--- config.mk ---
export PLATFORM = sky130hd
export DESIGN_NAME = downscale_ctrl_flat
export DESIGN_NICKNAME = d
export VERILOG_FILES = /design/src/rtl/downscale_ctrl_if.sv /design/src/rtl/downscale_ctrl.sv /design/src/flat_wrapper.sv
export SDC_FILE = /design/constraint.sdc
export NUM_CORES = 1
export LEC_CHECK = 0
export ABC_AREA = 1
export BUFFER_PORTS_ARGS = -buffer_cell sky130_fd_sc_hd__buf_2
export CORE_AREA = 4 4 130 132
export CTS_BUF_LIST = sky130_fd_sc_hd__clkbuf_4 sky130_fd_sc_hd__clkbuf_8
export DETAILED_ROUTE_END_ITERATION = 7
export DIE_AREA = 0 0 134 136
export GPL_TIMING_DRIVEN = 0
export PLACE_DENSITY_LB_ADDON = 0.3
export SYNTH_ARGS = -nofsm -noshare
export SYNTH_HDL_FRONTEND = slang
export SYNTH_SLANG_ARGS = --single-unit
--- constraint.sdc ---
create_clock -name clk -period 3.4 [get_ports clk]
set_input_delay 0.17 -clock clk [delete_from_list [all_inputs] [get_ports clk]]
set_output_delay 0.17 -clock clk [all_outputs]
set_load 0.01 [all_outputs]
--- src/rtl/downscale_ctrl_if.sv ---
// Purpose: bundles the pixel stream, downscaler link, bin BRAM port and
//          frame control/status signals of the downscale controller.
// Modports:
//   master - the controller side (drives s_ready, ds_*, bram_*, status, hash)
//   slave  - the environment side (drives start/config, pixels, ds BRAM port,
//            bram_rdata)
interface downscale_ctrl_if #(
   parameter int PIX_WIDTH   = 8,
   parameter int ALPHA_SHIFT = 8,
   parameter int ADDR_WIDTH  = 7
);
   logic                   start;
   logic [15:0]            img_w;
   logic [15:0]            img_h;
   logic [ALPHA_SHIFT-1:0] alpha_recp;

   logic                   s_valid;
   logic                   s_ready;
   logic [PIX_WIDTH-1:0]   s_pix;

   logic                   ds_valid;
   logic [PIX_WIDTH-1:0]   ds_pix;
   logic [15:0]            ds_x;
   logic [15:0]            ds_y;
   logic [ALPHA_SHIFT-1:0] ds_alpha;
   logic [ADDR_WIDTH-1:0]  ds_addr;
   logic [PIX_WIDTH-1:0]   ds_wdata;
   logic                   ds_wen;

   logic [ADDR_WIDTH-1:0]  bram_addr;
   logic [PIX_WIDTH-1:0]   bram_wdata;
   logic                   bram_wen;
   logic [PIX_WIDTH-1:0]   bram_rdata;

   logic                   busy;
   logic                   done;
   logic [63:0]            hash;
   logic                   hash_valid;

   modport master (
      input  start, img_w, img_h, alpha_recp,
      input  s_valid, s_pix,
      output s_ready,
      output ds_valid, ds_pix, ds_x, ds_y, ds_alpha,
      input  ds_addr, ds_wdata, ds_wen,
      output bram_addr, bram_wdata, bram_wen,
      input  bram_rdata,
      output busy, done, hash, hash_valid
   );

   modport slave (
      output start, img_w, img_h, alpha_recp,
      output s_valid, s_pix,
      input  s_ready,
      input  ds_valid, ds_pix, ds_x, ds_y, ds_alpha,
      output ds_addr, ds_wdata, ds_wen,
      input  bram_addr, bram_wdata, bram_wen,
      output bram_rdata,
      input  busy, done, hash, hash_valid
   );
endinterface

--- src/rtl/downscale_ctrl.sv ---
// Purpose: frame sequencer for the 9x8 downscaler. Owns the bin BRAM: clears
//          it, lends it to the downscaler while pixels stream and its pipeline
//          drains, then reads the bins back to build the 64-bit dHash.
// Ports:
//   clk, rst  - clock, asynchronous active-high reset
//   bus       - downscale_ctrl_if.master: start/img_w/img_h/alpha_recp config,
//               s_* pixel stream, ds_* downscaler link and its BRAM port,
//               bram_* muxed BRAM port, busy/done/hash/hash_valid status.
// Build option: define DOWNSCALE_DHASH_EN to include the READ phase and the
//               hash computation; otherwise DRAIN goes straight to DONE and
//               the hash stays 0.
//
// state    | meaning
// S_IDLE   | waiting for start; hash/hash_valid from last frame held
// S_CLEAR  | controller writes 0 to every bin, one address per cycle
// S_STREAM | pixels accepted and forwarded; BRAM owned by downscaler
// S_DRAIN  | downscaler pipeline flushes; BRAM still owned by downscaler
// S_READ   | bins read back row-major, adjacent bins compared into hash
// S_DONE   | one-cycle done pulse, hash_valid raised
module downscale_ctrl #(
   parameter int PIX_WIDTH   = 8,
   parameter int TARGET_X    = 9,
   parameter int TARGET_Y    = 8,
   parameter int ALPHA_SHIFT = 8,
   parameter int ADDR_WIDTH  = 7,
   parameter int DS_LATENCY  = 4
) (
   input logic               clk,
   input logic               rst,
   downscale_ctrl_if.master  bus
);

   localparam int NBINS = TARGET_X * TARGET_Y;
   localparam logic [ADDR_WIDTH-1:0] LAST_ADDR = ADDR_WIDTH'(NBINS - 1);
   localparam int DW = (DS_LATENCY > 1) ? $clog2(DS_LATENCY) : 1;
   localparam logic [DW-1:0] DRAIN_LOAD = DW'(DS_LATENCY - 1);

   typedef enum logic [2:0] {
      S_IDLE, S_CLEAR, S_STREAM, S_DRAIN, S_READ, S_DONE
   } state_t;

   state_t                 r_state;
   state_t                 w_next;

   logic [15:0]            r_img_w;
   logic [15:0]            r_img_h;
   logic [ALPHA_SHIFT-1:0] r_alpha;
   logic [15:0]            r_x;
   logic [15:0]            r_y;
   logic [ADDR_WIDTH-1:0]  r_addr;
   logic [DW-1:0]          r_drain_cnt;
   logic                   r_ds_valid;
   logic [PIX_WIDTH-1:0]   r_ds_pix;
   logic [15:0]            r_ds_x;
   logic [15:0]            r_ds_y;
   logic [63:0]            r_hash;
   logic                   r_hash_valid;

   logic w_start_ok;
   logic w_hs;
   logic w_x_last;
   logic w_y_last;
   logic w_addr_last;

`ifdef DOWNSCALE_DHASH_EN
   localparam logic [3:0] COL_LAST = 4'(TARGET_X - 1);
   logic                 r_issue_done;
   logic                 r_din_vld;
   logic                 r_din_last;
   logic [PIX_WIDTH-1:0] r_prev;
   logic [3:0]           r_col;
   logic [5:0]           r_bit;
`else
   logic w_unused_rdata;
   assign w_unused_rdata = ^bus.bram_rdata;
`endif

   assign w_start_ok  = (r_state == S_IDLE) && bus.start;
   assign w_hs        = (r_state == S_STREAM) && bus.s_valid;
   assign w_x_last    = (r_x == r_img_w - 16'd1);
   assign w_y_last    = (r_y == r_img_h - 16'd1);
   assign w_addr_last = (r_addr == LAST_ADDR);

   always_ff @(posedge clk or posedge rst) begin
      if (rst) r_state <= S_IDLE;
      else     r_state <= w_next;
   end

   always_comb begin
      w_next = r_state;
      case (r_state)
         S_IDLE: begin
            if (bus.start) begin
               if (bus.img_w == 16'd0 || bus.img_h == 16'd0) w_next = S_DONE;
               else                                          w_next = S_CLEAR;
            end
         end
         S_CLEAR:  if (w_addr_last) w_next = S_STREAM;
         S_STREAM: if (w_hs && w_x_last && w_y_last) w_next = S_DRAIN;
         S_DRAIN: begin
            if (r_drain_cnt == '0) begin
`ifdef DOWNSCALE_DHASH_EN
               w_next = S_READ;
`else
               w_next = S_DONE;
`endif
            end
         end
         S_READ: begin
`ifdef DOWNSCALE_DHASH_EN
            if (r_din_last) w_next = S_DONE;
`else
            w_next = S_IDLE;
`endif
         end
         S_DONE:  w_next = S_IDLE;
         default: w_next = S_IDLE;
      endcase
   end

   // BRAM ownership: controller in CLEAR/READ, downscaler in STREAM/DRAIN.
   always_comb begin
      bus.bram_addr  = '0;
      bus.bram_wdata = '0;
      bus.bram_wen   = 1'b0;
      case (r_state)
         S_CLEAR: begin
            bus.bram_addr = r_addr;
            bus.bram_wen  = 1'b1;
         end
         S_STREAM, S_DRAIN: begin
            bus.bram_addr  = bus.ds_addr;
            bus.bram_wdata = bus.ds_wdata;
            bus.bram_wen   = bus.ds_wen;
         end
         S_READ:  bus.bram_addr = r_addr;
         default: ;
      endcase
   end

   always_ff @(posedge clk or posedge rst) begin
      if (rst) begin
         r_img_w      <= '0;
         r_img_h      <= '0;
         r_alpha      <= '0;
         r_x          <= '0;
         r_y          <= '0;
         r_addr       <= '0;
         r_drain_cnt  <= '0;
         r_ds_valid   <= 1'b0;
         r_ds_pix     <= '0;
         r_ds_x       <= '0;
         r_ds_y       <= '0;
         r_hash       <= '0;
         r_hash_valid <= 1'b0;
`ifdef DOWNSCALE_DHASH_EN
         r_issue_done <= 1'b0;
         r_din_vld    <= 1'b0;
         r_din_last   <= 1'b0;
         r_prev       <= '0;
         r_col        <= '0;
         r_bit        <= '0;
`endif
      end else begin
         r_ds_valid <= 1'b0;
         case (r_state)
            S_IDLE: begin
               if (w_start_ok) begin
                  r_img_w      <= bus.img_w;
                  r_img_h      <= bus.img_h;
                  r_alpha      <= bus.alpha_recp;
                  r_x          <= '0;
                  r_y          <= '0;
                  r_addr       <= '0;
                  r_hash       <= '0;
                  r_hash_valid <= 1'b0;
`ifdef DOWNSCALE_DHASH_EN
                  r_issue_done <= 1'b0;
                  r_din_vld    <= 1'b0;
                  r_din_last   <= 1'b0;
                  r_col        <= '0;
                  r_bit        <= '0;
`endif
               end
            end
            S_CLEAR: begin
               // rewind so READ starts from bin 0
               if (w_addr_last) r_addr <= '0;
               else             r_addr <= r_addr + 1'b1;
            end
            S_STREAM: begin
               if (w_hs) begin
                  r_ds_valid <= 1'b1;
                  r_ds_pix   <= bus.s_pix;
                  r_ds_x     <= r_x;
                  r_ds_y     <= r_y;
                  if (w_x_last) begin
                     r_x <= '0;
                     r_y <= r_y + 16'd1;
                  end else begin
                     r_x <= r_x + 16'd1;
                  end
                  if (w_x_last && w_y_last) r_drain_cnt <= DRAIN_LOAD;
               end
            end
            S_DRAIN: begin
               if (r_drain_cnt != '0) r_drain_cnt <= r_drain_cnt - 1'b1;
            end
`ifdef DOWNSCALE_DHASH_EN
            S_READ: begin
               // address stops at the last bin; one extra cycle catches its data
               if (!r_issue_done) begin
                  if (w_addr_last) r_issue_done <= 1'b1;
                  else             r_addr <= r_addr + 1'b1;
               end
               r_din_vld  <= !r_issue_done;
               r_din_last <= !r_issue_done && w_addr_last;
               if (r_din_vld) begin
                  r_prev <= bus.bram_rdata;
                  // column 0 only primes r_prev; columns 1..8 each yield a bit
                  if (r_col != 4'd0) begin
                     r_hash[r_bit] <= (r_prev > bus.bram_rdata);
                     r_bit         <= r_bit + 6'd1;
                  end
                  r_col <= (r_col == COL_LAST) ? 4'd0 : r_col + 4'd1;
               end
            end
`endif
            default: ;
         endcase
         if (w_next == S_DONE && r_state != S_DONE) r_hash_valid <= 1'b1;
      end
   end

   assign bus.s_ready    = (r_state == S_STREAM);
   assign bus.ds_valid   = r_ds_valid;
   assign bus.ds_pix     = r_ds_pix;
   assign bus.ds_x       = r_ds_x;
   assign bus.ds_y       = r_ds_y;
   assign bus.ds_alpha   = r_alpha;
   assign bus.busy       = (r_state != S_IDLE);
   assign bus.done       = (r_state == S_DONE);
   assign bus.hash       = r_hash;
   assign bus.hash_valid = r_hash_valid;

endmodule

--- src/flat_wrapper.sv ---
// flat-port wrapper written by rule: the top's interface ports become plain ports
module downscale_ctrl_flat 
#(
   parameter int PIX_WIDTH   = 8,
   parameter int TARGET_X    = 9,
   parameter int TARGET_Y    = 8,
   parameter int ALPHA_SHIFT = 8,
   parameter int ADDR_WIDTH  = 7,
   parameter int DS_LATENCY  = 4
)
  (clk, rst, bus_start, bus_img_w, bus_img_h, bus_alpha_recp, bus_s_valid, bus_s_pix, bus_s_ready, bus_ds_valid, bus_ds_pix, bus_ds_x, bus_ds_y, bus_ds_alpha, bus_ds_addr, bus_ds_wdata, bus_ds_wen, bus_bram_addr, bus_bram_wdata, bus_bram_wen, bus_bram_rdata, bus_busy, bus_done, bus_hash, bus_hash_valid);
  downscale_ctrl_if #(.PIX_WIDTH(PIX_WIDTH), .ALPHA_SHIFT(ALPHA_SHIFT), .ADDR_WIDTH(ADDR_WIDTH)) bus_i ();
  input logic clk;
  input logic rst;
  input wire logic [$bits(bus_i.start)-1:0] bus_start;
  input wire logic [$bits(bus_i.img_w)-1:0] bus_img_w;
  input wire logic [$bits(bus_i.img_h)-1:0] bus_img_h;
  input wire logic [$bits(bus_i.alpha_recp)-1:0] bus_alpha_recp;
  input wire logic [$bits(bus_i.s_valid)-1:0] bus_s_valid;
  input wire logic [$bits(bus_i.s_pix)-1:0] bus_s_pix;
  output wire logic [$bits(bus_i.s_ready)-1:0] bus_s_ready;
  output wire logic [$bits(bus_i.ds_valid)-1:0] bus_ds_valid;
  output wire logic [$bits(bus_i.ds_pix)-1:0] bus_ds_pix;
  output wire logic [$bits(bus_i.ds_x)-1:0] bus_ds_x;
  output wire logic [$bits(bus_i.ds_y)-1:0] bus_ds_y;
  output wire logic [$bits(bus_i.ds_alpha)-1:0] bus_ds_alpha;
  input wire logic [$bits(bus_i.ds_addr)-1:0] bus_ds_addr;
  input wire logic [$bits(bus_i.ds_wdata)-1:0] bus_ds_wdata;
  input wire logic [$bits(bus_i.ds_wen)-1:0] bus_ds_wen;
  output wire logic [$bits(bus_i.bram_addr)-1:0] bus_bram_addr;
  output wire logic [$bits(bus_i.bram_wdata)-1:0] bus_bram_wdata;
  output wire logic [$bits(bus_i.bram_wen)-1:0] bus_bram_wen;
  input wire logic [$bits(bus_i.bram_rdata)-1:0] bus_bram_rdata;
  output wire logic [$bits(bus_i.busy)-1:0] bus_busy;
  output wire logic [$bits(bus_i.done)-1:0] bus_done;
  output wire logic [$bits(bus_i.hash)-1:0] bus_hash;
  output wire logic [$bits(bus_i.hash_valid)-1:0] bus_hash_valid;
  assign bus_i.start = bus_start;
  assign bus_i.img_w = bus_img_w;
  assign bus_i.img_h = bus_img_h;
  assign bus_i.alpha_recp = bus_alpha_recp;
  assign bus_i.s_valid = bus_s_valid;
  assign bus_i.s_pix = bus_s_pix;
  assign bus_s_ready = bus_i.s_ready;
  assign bus_ds_valid = bus_i.ds_valid;
  assign bus_ds_pix = bus_i.ds_pix;
  assign bus_ds_x = bus_i.ds_x;
  assign bus_ds_y = bus_i.ds_y;
  assign bus_ds_alpha = bus_i.ds_alpha;
  assign bus_i.ds_addr = bus_ds_addr;
  assign bus_i.ds_wdata = bus_ds_wdata;
  assign bus_i.ds_wen = bus_ds_wen;
  assign bus_bram_addr = bus_i.bram_addr;
  assign bus_bram_wdata = bus_i.bram_wdata;
  assign bus_bram_wen = bus_i.bram_wen;
  assign bus_i.bram_rdata = bus_bram_rdata;
  assign bus_busy = bus_i.busy;
  assign bus_done = bus_i.done;
  assign bus_hash = bus_i.hash;
  assign bus_hash_valid = bus_i.hash_valid;
  downscale_ctrl #(.PIX_WIDTH(PIX_WIDTH), .TARGET_X(TARGET_X), .TARGET_Y(TARGET_Y), .ALPHA_SHIFT(ALPHA_SHIFT), .ADDR_WIDTH(ADDR_WIDTH), .DS_LATENCY(DS_LATENCY)) u_core (.clk(clk), .rst(rst), .bus(bus_i));
endmodule
; Yosys cells after proc, flatten, opt, wreduce, memory -nomap -nowiden
; Cells that the tools add are included.
[totals]
regBits = 126
inputBits = 76
[op_classes]
addsub = 6
mux = 28
n_eq_ne = 15
n_reduce_logical = 27
[op_table]
columns = cell, n
row1 = $mux 16, 5
row2 = $pmux 16 s2, 2
row3 = $add 16x1->16 const B, 2
row4 = $eq 16x16->1, 2
row5 = $logic_not 16->1, 2
row6 = $sub 16x1->16 const B, 2
row7 = $pmux 7 s2, 2
row8 = $mux 3, 5
row9 = $mux 7, 2
row10 = $pmux 3 s4, 1
row11 = $reduce_bool 2->1, 6
row12 = $ne 2x1->1 const B, 5
row13 = $eq 3x3->1 const B, 3
row14 = $mux 8, 1
row15 = $reduce_and 2->1, 4
row16 = $reduce_and 4->1, 2
row17 = $add 7x1->7 const B, 1
row18 = $eq 7x7->1 const B, 1
row19 = $eq 3x2->1 const B, 2
row20 = $logic_and 1x1->1, 6
row21 = $mux 2, 3
row22 = $mux 1, 5
row23 = $pmux 2 s2, 1
row24 = $reduce_or 2->1, 2
row25 = 9 further kinds, 9

; Depth between registers and ports, before layout
[depth]
depth_word = 10
depth_mapped = 17
ltp_nobuf = 17

; Worst setup path after synthesis
; OpenSTA, ideal clock, no wires.
[synth_timing]
kind = reg-to-reg
from = register u_core.r_img_w[0]
to = register u_core.r_y[11]
path_stages_with_launch = 14
setup_ns = 0.117
synth_period_minus_slack_ns = 2.051
path_buffers = 1
slack_ns = 1.349
t_arrival_ns = 1.934
path_cell_list = dfrtp_1 -> inv_2 -> ha_1 -> nand2_1 -> nor2_2 -> xor2_1 -> nand3_1 -> nor2_1 -> nand3_2 -> o21ai_4 -> nand2_4 -> buf_6 -> nand2_1 -> nand2_1
[synth_between]
elab_chain_cells = 4
[synth_rtl]
columns = item, line_no
row1 = from (decl), downscale_ctrl.sv:45  ; logic [15:0] r_img_w;
row2 = from (signal assigned), downscale_ctrl.sv:169  ; r_img_w <= bus.img_w;
row3 = $sub 16x1->16, downscale_ctrl.sv:80  ; assign w_x_last = (r_x == r_img_w - 16'd1);
row4 = $eq 16x16->1, downscale_ctrl.sv:80
row5 = $ne 2x1->1 (no line), -
row6 = $reduce_and 4->1 (no line), -
row7 = to (signal assigned), downscale_ctrl.sv:199  ; r_y <= r_y + 16'd1;
row8 = to (decl), downscale_ctrl.sv:49  ; logic [15:0] r_y;
; Every way passes these cells.
; A chain may end at the register's enable or synchronous reset.

; Worst setup path after layout
[layout_timing]
from = register u_core.r_img_h[0]
to = register u_core.r_drain_cnt[1]
[layout_between]
elab_chain_cells = 5
[layout_rtl]
columns = item, line_no
row1 = from (decl), downscale_ctrl.sv:46  ; logic [15:0] r_img_h;
row2 = from (signal assigned), downscale_ctrl.sv:170  ; r_img_h <= bus.img_h;
row3 = $sub 16x1->16, downscale_ctrl.sv:81  ; assign w_y_last = (r_y == r_img_h - 16'd1);
row4 = $eq 16x16->1, downscale_ctrl.sv:81
row5 = $logic_and 1x1->1, downscale_ctrl.sv:203  ; if (w_x_last && w_y_last) r_drain_cnt <= DRAIN_LOAD;
row6 = $ne 2x1->1 (no line), -
row7 = $reduce_and 4->1 (no line), -
row8 = to (signal assigned), downscale_ctrl.sv:207  ; if (r_drain_cnt != '0) r_drain_cnt <= r_drain_cnt - 1'b1;
row9 = to (decl), downscale_ctrl.sv:51  ; logic [DW-1:0] r_drain_cnt;
; Every way passes these cells.

==> impl_metrics.csv <==
group,metric,value,unit
final_layout,layout-drive-gt1-share,20.6,%
floorplan,die_w,134,um
sta,min_period_over_period,74.4,%
clock_tree,cts_setup_buffers,0,
clock_tree,htreeDepth,4,
yosys,synth_simple_gate_area_share,30.9,%
global_route,antenna_found_initial,0,
sta,worst_pin_slew,696,ps
final_layout,final_common_cell,"nand2_1",
final_layout,fillers,1394,
run_status,status,"completed",
routing,post_drt_via_cell_ratio,4.80,
yosys,ys_seq_area_share,40.7,%
final_layout,multi_input_area,3740,um^2
floorplan,dieArea,18200,um^2
sta,setup_viol,0,
sta,rsz0062_at_grt,"no",
hold_path,hp-class,"in -> reg",
placement,place_congestion,0.947,
sta,clock-skew-final,13.8,ps
power,combPwrFrac,40.0,%
routing,dr.first_iter.drc_count,465,
final_layout,layout_common_cells,"327 x nand2_1, 141 x buf_2, 126 x dfrtp_1, 121 x inv_1, 93 x nor2_1",
power,clockPowerShare,24.4,%
routing,drc_errors,0,
final_layout,fin_area,9930,um^2
sta,fin_ws,872,ps
yosys,synth_top_family_by_area,"simple AND/OR/NAND/NOR gates",
critical_path,crit_fanout,7,
sta,period_minus_slack,2530,ps
sta,tns,0,ps
yosys,async_flop_share,100,%
clock_tree,clock-sinks,126,
yosys,ys_ff_latch,126,
critical_path,cp-start-kind,"register",
sta,hold_viol,0,
yosys,synthFlopType,"dfrtp_1",
final_layout,seq_area,3150,um^2
clock_tree,clk_path_buf_depth,2,
floorplan,die_h,136,um
sta,relSlewSlack,53.6,%
routing,via_count,7486,
clock_tree,clk_pin_slew,80,ps
clock_tree,cts_root_buf,"clkbuf_8",
flow_run,drv_cap,0,
placement,placed_area,9000,um^2
yosys,ys_warn_count,0,
global_route,grt_pass1_vias,7027,
global_route,grt_pass1_wl,34800,um
yosys,synth-compound-area-share,7.86,%
yosys,synth-edff-count,0,
critical_path,end_kind,"register",
floorplan,io_pins,209,
clock_tree,cts_resized,0,
floorplan,start_util,49.3,%
power,pwr-share-seq,35.6,%
placement,portBuffers,136,
floorplan,coreArea,15700,um^2
clock_tree,cts_tree,"built",
power,switching_share,40.9,%
routing,routedWlPerCell,13.9,um
clock_tree,cts_made_buffers,17,
power,leakage,5.31,nW
clock_tree,clk_latency,470,ps
yosys,yosys-mux-area-fraction,0,%
placement,post-place-ws,893,ps
yosys,synth_area,7750,um^2
critical_path,path_class,"reg -> reg",
global_route,grt_usage,24.1,%
clock_tree,hold_buffers,48,
yosys,synthCells,1060,
global_route,grt_start_max_net_pins,42,
final_layout,area_delta_synth_final,28.1,%
final_layout,final_net_count,1411,
critical_path,crit_required,3760,ps
power,ir_drop,359,uV
power,p_sw,2.46,mW
yosys,syn_avg_cell_area,7.31,um^2
yosys,synthAdderAreaFrac,0.969,%
sta,fmax,396,MHz
critical_path,crit_arrival,2880,ps
final_layout,diodes,0,
floorplan,row_count,46,
yosys,synthXorXnorAreaFrac,5.50,%
sta,drv_slew,0,
global_route,overflow,0,
placement,dp_hpwl,15900,um
routing,wl,21600,um
yosys,synth.distinct_cells,42,
power,p_int,3.56,mW
power,power.density,607,nW/um^2
routing,first_pass_iters,5,
routing,drtAntennaViolNets,0,
## cell usage after synthesis (all sizes together) (2+ instances only)
cell type,n,area share (%)
o22ai,16,1.3
a21o,2,0.19
xor2,35,4.0
o32ai,2,0.23
ha,6,0.97
nor3,12,0.84
nand4,13,1.0
dfrtp,126,41
clkbuf,20,0.97
o211ai,3,0.29
nor4,7,0.56
nand2,333,17
or2,2,0.16
buf,72,6.9
o21ai,80,5.4
a21oi,3,0.19
nand3,67,4.5
xnor2,11,1.2
nand3b,8,0.77
nor2,106,6.2
inv,128,6.2
## per-stage QoR
stage | cells | util [%] | total power, mW | hold WS [ps]
detailed placement | 1478 | 57.3 | 4.50 | 267
CTS | 1558 | 63.2 | 6.03 | 8.28
floorplan | 1123 | - | 3.88 | 280
global placement | 1475 | 56.9 | 4.44 | 365
global route | 1558 | 63.2 | 6.50 | 38.5
finish | 1558 | 63.2 | 6.02 | 53.0
## registers in the layout, summed over array words and instances, names as in the netlist, 8 cells and up
name,flops
u_core.r_img_w,16
u_core.bus.ds_pix,8
u_core.bus.ds_x,16
u_core.r_x,16
u_core.r_img_h,16
u_core.bus.ds_y,16
u_core.r_y,16
u_core.bus.ds_alpha,8
## critical path, cell delays in order (launching register included)
cell and delay (ps):
dfrtp_1 380, inv_1 150, ha_1 240, nand2_1 170
nor2_1 390, nand4_1 160, nand2_1 100, nand2_1 50
nor2_1 100, nand2_1 60, nor2_1 230, nand2_1 80
nand2_1 110, nand2_1 80, nand2_1 60, nand2_1 50
## power by group through the flow
stage	Clock, mW	Combinational (mW)	Sequential, mW
2_1_floorplan	0	1.77	2.11
3_3_place_gp	0	2.28	2.16
3_5_place_dp	0	2.34	2.16
4_1_cts	1.49	2.40	2.13
5_1_grt	1.55	2.77	2.19
6_report	1.47	2.41	2.14
## routing by layer
metal  track usage [%]  routed length, um
met1              30.4               9220
met2              39.6              10200
met3              6.03               1490
met4              10.3                708
met5                 0                  0
## worst paths after layout
| kind | endpoint | cells past startpoint | slack (ps) | from |
|---|---|---|---|---|
| worst max-delay path | u_core.r_drain_cnt[1]$_DFFE_PP0P_ | 15 | 870 | u_core.r_img_h[0]$_DFFE_PP0P_ |
| worst min-delay path | u_core.r_img_w[13]$_DFFE_PP0P_ | 3 | 50 | bus_img_w[13] |
| worst max register to register | u_core.r_drain_cnt[1]$_DFFE_PP0P_ | 15 | 870 | u_core.r_img_h[0]$_DFFE_PP0P_ |
| worst min register to register | u_core.bus.ds_alpha[0]$_DFFE_PP0P_ | 2 | 480 | u_core.bus.ds_alpha[0]$_DFFE_PP0P_ |
| max in group asynchronous | u_core.r_addr[0]$_DFFE_PP0P_ | 5 | 2270 | rst |
| min in group asynchronous | u_core.r_img_h[14]$_DFFE_PP0P_ | 3 | 310 | rst |
## final cells by class
class,count,share of cell area (%)
plain buffers,92,6.15
clock buffers,19,2.57
clock inverters,13,1.89
inverters,128,4.88
multi-input cells,777,37.7
flip-flops and latches,126,31.8
well taps,216,2.72
repair buffers,187,12.3
## cells by family after synthesis
| family | Yosys count |
|---|---|
| AOI/OAI and AO/OA | 109 |
| xor gates and xnor gates | 47 |
| adders and majority gates | 6 |
| buffers and inverters | 220 |
| DFF | 126 |
| other | 1 |
| and+or+nand+nor | 551 |
Note: power is estimated with default switching activity, not from simulation.
